[src/rtl/uart_pkg.sv]
// -----------------------------------------------------------------------------
// uart_pkg
// Shared definitions for the x4-oversampling UART receiver:
//   - rx_state_t      : receiver FSM state encoding
//   - SAMPLES_PER_BIT : sample ticks per bit period
//   - MID_SAMPLE      : tick (after start detection) that confirms the start bit
//   - DEFAULT_DATA_BITS
// No ports (package).
// -----------------------------------------------------------------------------
package uart_pkg;

   typedef enum logic [2:0] {
      IDLE,
      START,
      DATA,
      PARITY,
      STOP
   } rx_state_t;

   localparam int unsigned SAMPLES_PER_BIT   = 4;
   localparam int unsigned MID_SAMPLE        = 2;
   localparam int unsigned DEFAULT_DATA_BITS = 8;

endpackage

[src/rtl/uart_rx_sync.sv]
// -----------------------------------------------------------------------------
// uart_rx_sync
// Input conditioning for the UART receiver: a SYNC_STAGES-deep synchroniser on
// the asynchronous rx line (resets to idle-high) and a rising-edge detector on
// the baud generator's 4x square wave.
// Ports:
//   clock_in   in  system clock
//   reset_n    in  asynchronous active-low reset
//   baudrateX4 in  4x-baud toggling level (same clock domain)
//   rx         in  asynchronous serial line
//   rx_s       out synchronised rx
//   tick       out one-cycle sample strobe on each baudrateX4 rising edge
// -----------------------------------------------------------------------------
module uart_rx_sync #(
   parameter int unsigned SYNC_STAGES = 2
) (
   input  logic clock_in,
   input  logic reset_n,
   input  logic baudrateX4,
   input  logic rx,
   output logic rx_s,
   output logic tick
);

   logic [SYNC_STAGES-1:0] sync_q;
   logic                   baud_q;

   always_ff @(posedge clock_in or negedge reset_n) begin
      if (!reset_n) begin
         sync_q <= '1;
         baud_q <= 1'b0;
      end else begin
         sync_q <= {sync_q[SYNC_STAGES-2:0], rx};
         baud_q <= baudrateX4;
      end
   end

   assign rx_s = sync_q[SYNC_STAGES-1];
   assign tick = baudrateX4 & ~baud_q;

endmodule

[src/rtl/uart_receiver_x4.sv]
// -----------------------------------------------------------------------------
// uart_receiver_x4
// UART receiver (8N1, LSB first) sampling on a 4x-baud strobe. Received bytes
// are held in rx_data with a valid/ack handshake; frame and overrun errors are
// reported as one-cycle pulses.
// Build option: define UART_RX_PARITY_EN for 8E1 framing with parity_error;
// otherwise parity_error is tied low.
// Ports:
//   clock_in      in  system clock
//   reset_n       in  asynchronous active-low reset
//   baudrateX4    in  4x-baud toggling level from the baud generator
//   rx            in  serial line, idle high
//   rx_data       out last good byte
//   rx_valid      out rx_data holds an unacknowledged byte
//   rx_ack        in  consumer acknowledge, clears rx_valid
//   frame_error   out pulse: bad stop bit
//   overrun_error out pulse: good byte dropped because rx_valid was still set
//   parity_error  out pulse: parity mismatch (feature build only)
//   busy          out receiver not in IDLE
// -----------------------------------------------------------------------------
module uart_receiver_x4
   import uart_pkg::*;
#(
   parameter int unsigned DATA_BITS   = DEFAULT_DATA_BITS,
   parameter int unsigned SYNC_STAGES = 2
) (
   input  logic                 clock_in,
   input  logic                 reset_n,
   input  logic                 baudrateX4,
   input  logic                 rx,
   output logic [DATA_BITS-1:0] rx_data,
   output logic                 rx_valid,
   input  logic                 rx_ack,
   output logic                 frame_error,
   output logic                 overrun_error,
   output logic                 parity_error,
   output logic                 busy
);

   localparam int unsigned BW = (DATA_BITS > 1) ? $clog2(DATA_BITS) : 1;
   localparam logic [BW-1:0] LAST_BIT  = BW'(DATA_BITS - 1);
   // START confirms on the MID_SAMPLE-th tick after detection; the detection
   // tick itself leaves samp_cnt at 0, hence the -1.
   localparam logic [1:0]    SAMP_MID  = 2'(MID_SAMPLE - 1);
   localparam logic [1:0]    SAMP_LAST = 2'(SAMPLES_PER_BIT - 1);

   logic rx_s;
   logic tick;

   uart_rx_sync #(
      .SYNC_STAGES(SYNC_STAGES)
   ) u_sync (
      .clock_in  (clock_in),
      .reset_n   (reset_n),
      .baudrateX4(baudrateX4),
      .rx        (rx),
      .rx_s      (rx_s),
      .tick      (tick)
   );

   rx_state_t            state_q, state_d;
   logic [1:0]           samp_q, samp_d;
   logic [BW-1:0]        bit_q, bit_d;
   logic [DATA_BITS-1:0] shift_q, shift_d;
   logic [DATA_BITS-1:0] data_d;
   logic                 valid_d;
   logic                 fe_d, oe_d, pe_d;
`ifdef UART_RX_PARITY_EN
   logic                 par_q, par_d;
`endif

   always_comb begin
      state_d = state_q;
      samp_d  = samp_q;
      bit_d   = bit_q;
      shift_d = shift_q;
      data_d  = rx_data;
      valid_d = rx_valid;
      fe_d    = 1'b0;
      oe_d    = 1'b0;
      pe_d    = 1'b0;
`ifdef UART_RX_PARITY_EN
      par_d   = par_q;
`endif

      if (rx_ack && rx_valid) begin
         valid_d = 1'b0;
      end

      if (tick) begin
         case (state_q)
            IDLE: begin
               if (!rx_s) begin
                  state_d = START;
                  samp_d  = '0;
               end
            end
            START: begin
               samp_d = samp_q + 2'd1;
               if (samp_q == SAMP_MID) begin
                  if (rx_s) begin
                     state_d = IDLE;
                  end else begin
                     state_d = DATA;
                     samp_d  = '0;
                     bit_d   = '0;
                  end
               end
            end
            DATA: begin
               samp_d = samp_q + 2'd1;
               if (samp_q == SAMP_LAST) begin
                  shift_d = {rx_s, shift_q[DATA_BITS-1:1]};
                  bit_d   = bit_q + BW'(1);
                  if (bit_q == LAST_BIT) begin
`ifdef UART_RX_PARITY_EN
                     state_d = PARITY;
`else
                     state_d = STOP;
`endif
                  end
               end
            end
`ifdef UART_RX_PARITY_EN
            PARITY: begin
               samp_d = samp_q + 2'd1;
               if (samp_q == SAMP_LAST) begin
                  par_d   = (^shift_q) ^ rx_s;
                  state_d = STOP;
               end
            end
`endif
            STOP: begin
               samp_d = samp_q + 2'd1;
               if (samp_q == SAMP_LAST) begin
                  state_d = IDLE;
                  // Priority: frame > parity > load/overrun. A same-cycle ack
                  // frees the holding register, so the load wins over overrun.
                  if (!rx_s) begin
                     fe_d = 1'b1;
                  end
`ifdef UART_RX_PARITY_EN
                  else if (par_q) begin
                     pe_d = 1'b1;
                  end
`endif
                  else if (!rx_valid || rx_ack) begin
                     data_d  = shift_q;
                     valid_d = 1'b1;
                  end else begin
                     oe_d = 1'b1;
                  end
               end
            end
            default: state_d = IDLE;
         endcase
      end
   end

   always_ff @(posedge clock_in or negedge reset_n) begin
      if (!reset_n) begin
         state_q       <= IDLE;
         samp_q        <= '0;
         bit_q         <= '0;
         shift_q       <= '0;
         rx_data       <= '0;
         rx_valid      <= 1'b0;
         frame_error   <= 1'b0;
         overrun_error <= 1'b0;
      end else begin
         state_q       <= state_d;
         samp_q        <= samp_d;
         bit_q         <= bit_d;
         shift_q       <= shift_d;
         rx_data       <= data_d;
         rx_valid      <= valid_d;
         frame_error   <= fe_d;
         overrun_error <= oe_d;
      end
   end

`ifdef UART_RX_PARITY_EN
   always_ff @(posedge clock_in or negedge reset_n) begin
      if (!reset_n) begin
         par_q        <= 1'b0;
         parity_error <= 1'b0;
      end else begin
         par_q        <= par_d;
         parity_error <= pe_d;
      end
   end
`else
   assign parity_error = 1'b0;
`endif

   assign busy = (state_q != IDLE);

endmodule

[config.mk]
export PLATFORM = sky130hd
export DESIGN_NAME = uart_receiver_x4
export DESIGN_NICKNAME = d
export VERILOG_FILES = /design/src/rtl/uart_pkg.sv /design/src/rtl/uart_rx_sync.sv /design/src/rtl/uart_receiver_x4.sv
export SDC_FILE = /design/constraint.sdc
export NUM_CORES = 1
export LEC_CHECK = 0
export ABC_AREA = 1
export CAP_MARGIN = 20
export CORE_MARGIN = 4
export CORE_UTILIZATION = 55
export DETAILED_ROUTE_END_ITERATION = 10
export DONT_BUFFER_PORTS = 1
export PLACE_DENSITY = 0.8
export SYNTH_ARGS = -nofsm -noshare
export SYNTH_HDL_FRONTEND = slang
export SYNTH_SLANG_ARGS = --single-unit
[constraint.sdc]
create_clock -name clock_in -period 1.3 [get_ports clock_in]
set_input_delay 0.13 -clock clock_in [delete_from_list [all_inputs] [get_ports clock_in]]
set_output_delay 0.13 -clock clock_in [all_outputs]
set_load 0.05 [all_outputs]
==> flow_summary.toml <==
[outcome]
run_status = "finished with violations"
violations = "negative setup slack"

[setup_path]
worstSetupEndpointType = "flop"
crit_path_max_incr_delay_ns = 0.49
reg2regPathDepth = 9
worstPathCellList = "inv_2 -> ha_4 -> inv_2 -> nand3_4 -> nand2_4 -> nor2_4 -> nand2_2 -> nand2_1 -> nand2_1"
regToRegEndpoint = "bit_q[0]"
cp.arrival_ns = 1.66
startpoint_type = "flop"
cp-startpoint = "samp_q[1]"
path_class = "flop to flop"
slowest_stage = "dfrtp_2"
critPathRequiredTime_ns = 1.56
r2r_slack_ns = -0.10
r2r_start = "samp_q[1]"
path_max_fanout = 4

[place]
dp_hpwl_mm = 2.118
numPortBuffers = 0
dp.cells = 223
dpl_cell_area_um2 = 1678
place_congestion = 0.8375

[synthesis]
syn_nets = 182
ys_warn_count = 0
synth_cell_types = 20
synth-seq-area-share_pct = 51.06
syn_inst = 171
avgSynthCellArea_um2 = 8.627
syn_area_um2 = 1475
ys_seq_elements = 30

[power_and_ir_drop]
peakVddDrop_uv = 1786
switching_share_pct = 41.00
switching_power_mw = 1.326
power_mw = 3.234
p_int_mw = 1.908
p_leak_nw = 0.9743
pwr-share-clk_pct = 19.6
seqPwrFrac_pct = 36.0
power_density_nw_per_um2 = 1528
p_comb_share_pct = 44.4

[cts]
cts.clk_slew.worst_paths_ns = 0.12
cts_tree = "built"
worstSkewPairLatency_ns = 0.37
cts_buffers = 5
clk_path_buf_depth = 2
root_buffer = "clkbuf_4"
h-tree-depth = 2
clock_sinks = 30

[die]
io_pins = 18
floorplan.rows = 18
start_util_pct = 58.48
floorplan.core_area_um2 = 2522
die_w_um = 59.79
die_h_um = 59.79
dieArea_um2 = 3575

[layout]
nets = 222
num_antenna_cells = 0
fill_cells = 123
syn2layout_area_growth_pct = 43.51
drive_gt1_share_pct = 50.47
layout.cells.non_filler = 242
fin_util_pct = 83.93
multi_input_area_um2 = 837.1
fin_area_um2 = 2117
regArea_um2 = 760.7

[global_routing]
grt_util_all_layers_pct = 20.56
gr-total-overflow = 0
antenna_found_initial = 0
grt_first_pass_wirelength_mm = 5.382
grt_max_degree = 31
grt_pass1_vias = 1197

[sta]
fmax_mhz = 714.3
holdWs_ns = 0.1037
fin_ws_ns = -0.1000
skew_ns = 0.02060
final.min_clock_period_ns = 1.400
finalCritPeriodShare_pct = 107.7
rsz0062_at_grt = "yes"
finalHoldViolCount = 0
final-setup-viol-count = 26
slew_violations = 0

[detailed_routing]
ant_nets = 0
vias = 1334
routed_wirelength_mm = 4.210
drc = 0
vias_per_cell = 5.512
drt_iter0_drc = 97
wl_per_cell_um = 17.40
drtPass1Iterations = 4

[hold_path]
min_path_type = "input port to flop"
hp-start = "baudrateX4"
hold_depth = 4
holdPathEnd = "frame_error"

[run]
cap_violations = 0
-- logic make-up (layout without fill, tap and decap cells) --
| kind of cell | Yosys count | in the layout | synth area share [%] |
|---|---|---|---|
| simple gates | 81 | 82 | 25.11 |
| buf+inv | 30 | 70 | 8.651 |
| fa+ha+maj | 6 | 6 | 5.089 |
| compound gates | 23 | 23 | 9.838 |
| flops | 30 | 30 | 51.06 |
| other cells | 1 | 1 | 0.2542 |
-- stage by stage --
stage	TNS (ns)	worst slack (ns)
after CTS	-0.1483	-0.05187
final	-1.005	-0.1000
after global placement	-0.3364	-0.03860
after floorplan	0	0.02137
after global routing	-2.610	-0.1646
after detailed placement	-1.172	-0.09633
-- synthesized netlist by cell type, drive strengths merged --
library cell   n  share of area, %
a21oi          1              0.34
nand2         49                13
ha             6               5.1
conb           1              0.25
o21ai         22               9.5
dfstp          2               3.6
buf            3               1.8
nand3         14               5.6
dfrtp         28                47
nor2          16               5.8
inv           27               6.9
nor4           1              0.42
nand3b         1              0.51
-- sequential cells by signal, summed over array words and instances (netlist names) --
name,flops
bit_q,3
frame_error,1
overrun_error,1
rx_data,8
rx_valid,1
samp_q,2
shift_q,8
state_q,3
u_sync.baud_q,1
u_sync.sync_q,2
-- timing repair --
| action | CTS | global route |
|---|---|---|
| cloned | 1 | 0 |
| pin swaps | 6 | 20 |
| gates resized for setup | 21 | 57 |
| hold buffers | 4 | 0 |
| endpoints found under the setup margin | 26 | 25 |
| endpoints found under the hold margin | 32 | 0 |
| setup buffers | 4 | 2 |
-- how the worst max path moves through the flow --
| stage | endpoint | cells after the start |
|---|---|---|
| final | bit_q[0] | 9 |
| after global routing | bit_q[0] | 9 |
| after CTS | busy | 4 |
| after detailed placement | rx_data[7] | 6 |
| after global placement | rx_data[7] | 6 |
| after floorplan | rx_data[0] | 7 |
-- final cells by class --
class | instances | area share (%)
Clock inverter | 2 | 0.5910
Multi-Input combinational cell | 112 | 39.54
Clock buffer | 6 | 2.423
Timing Repair Buffer | 35 | 14.60
Tap cell | 30 | 1.773
Inverter | 27 | 5.142
Sequential cell | 30 | 35.93
-- power groups by stage --
stage / sequential, mW / combinational, mW / clock (mW)
2_1_floorplan: 1.11 / 0.502 / 0
3_3_place_gp: 1.12 / 0.787 / 0
3_5_place_dp: 1.12 / 0.808 / 0
4_1_cts: 1.10 / 1.01 / 0.614
5_1_grt: 1.18 / 1.53 / 0.667
6_report: 1.16 / 1.44 / 0.634
-- layout by cell type (no fill, tap or decap), drive strengths merged, types with 2 or more instances in the layout --
| master | n |
|---|---|
| nand2 | 49 |
| dfrtp | 28 |
| ha | 6 |
| o21ai | 22 |
| nor2 | 16 |
| nand3 | 15 |
| dlygate4sd3 | 3 |
| inv | 27 |
| buf | 32 |
| dfstp | 2 |
| clkbuf | 6 |
-- critical path: cells and delay by family (launching register included) --
kind | cells | cell delay [ns]
buffers and inverters | 2 | 0.15
and+or+nand+nor | 6 | 0.53
adders and majority gates | 1 | 0.14
DFF | 1 | 0.49
-- metal layers --
layer | up-vias | global-route usage (%) | routed length [um]
li1 | 614 | - | -
met1 | 660 | 25.14 | 1728
met2 | 53 | 34.72 | 2206
met3 | 7 | 7.127 | 229
met4 | 0 | 4.747 | 46
met5 | - | 0 | 0
(Power assumes the default switching activity.)
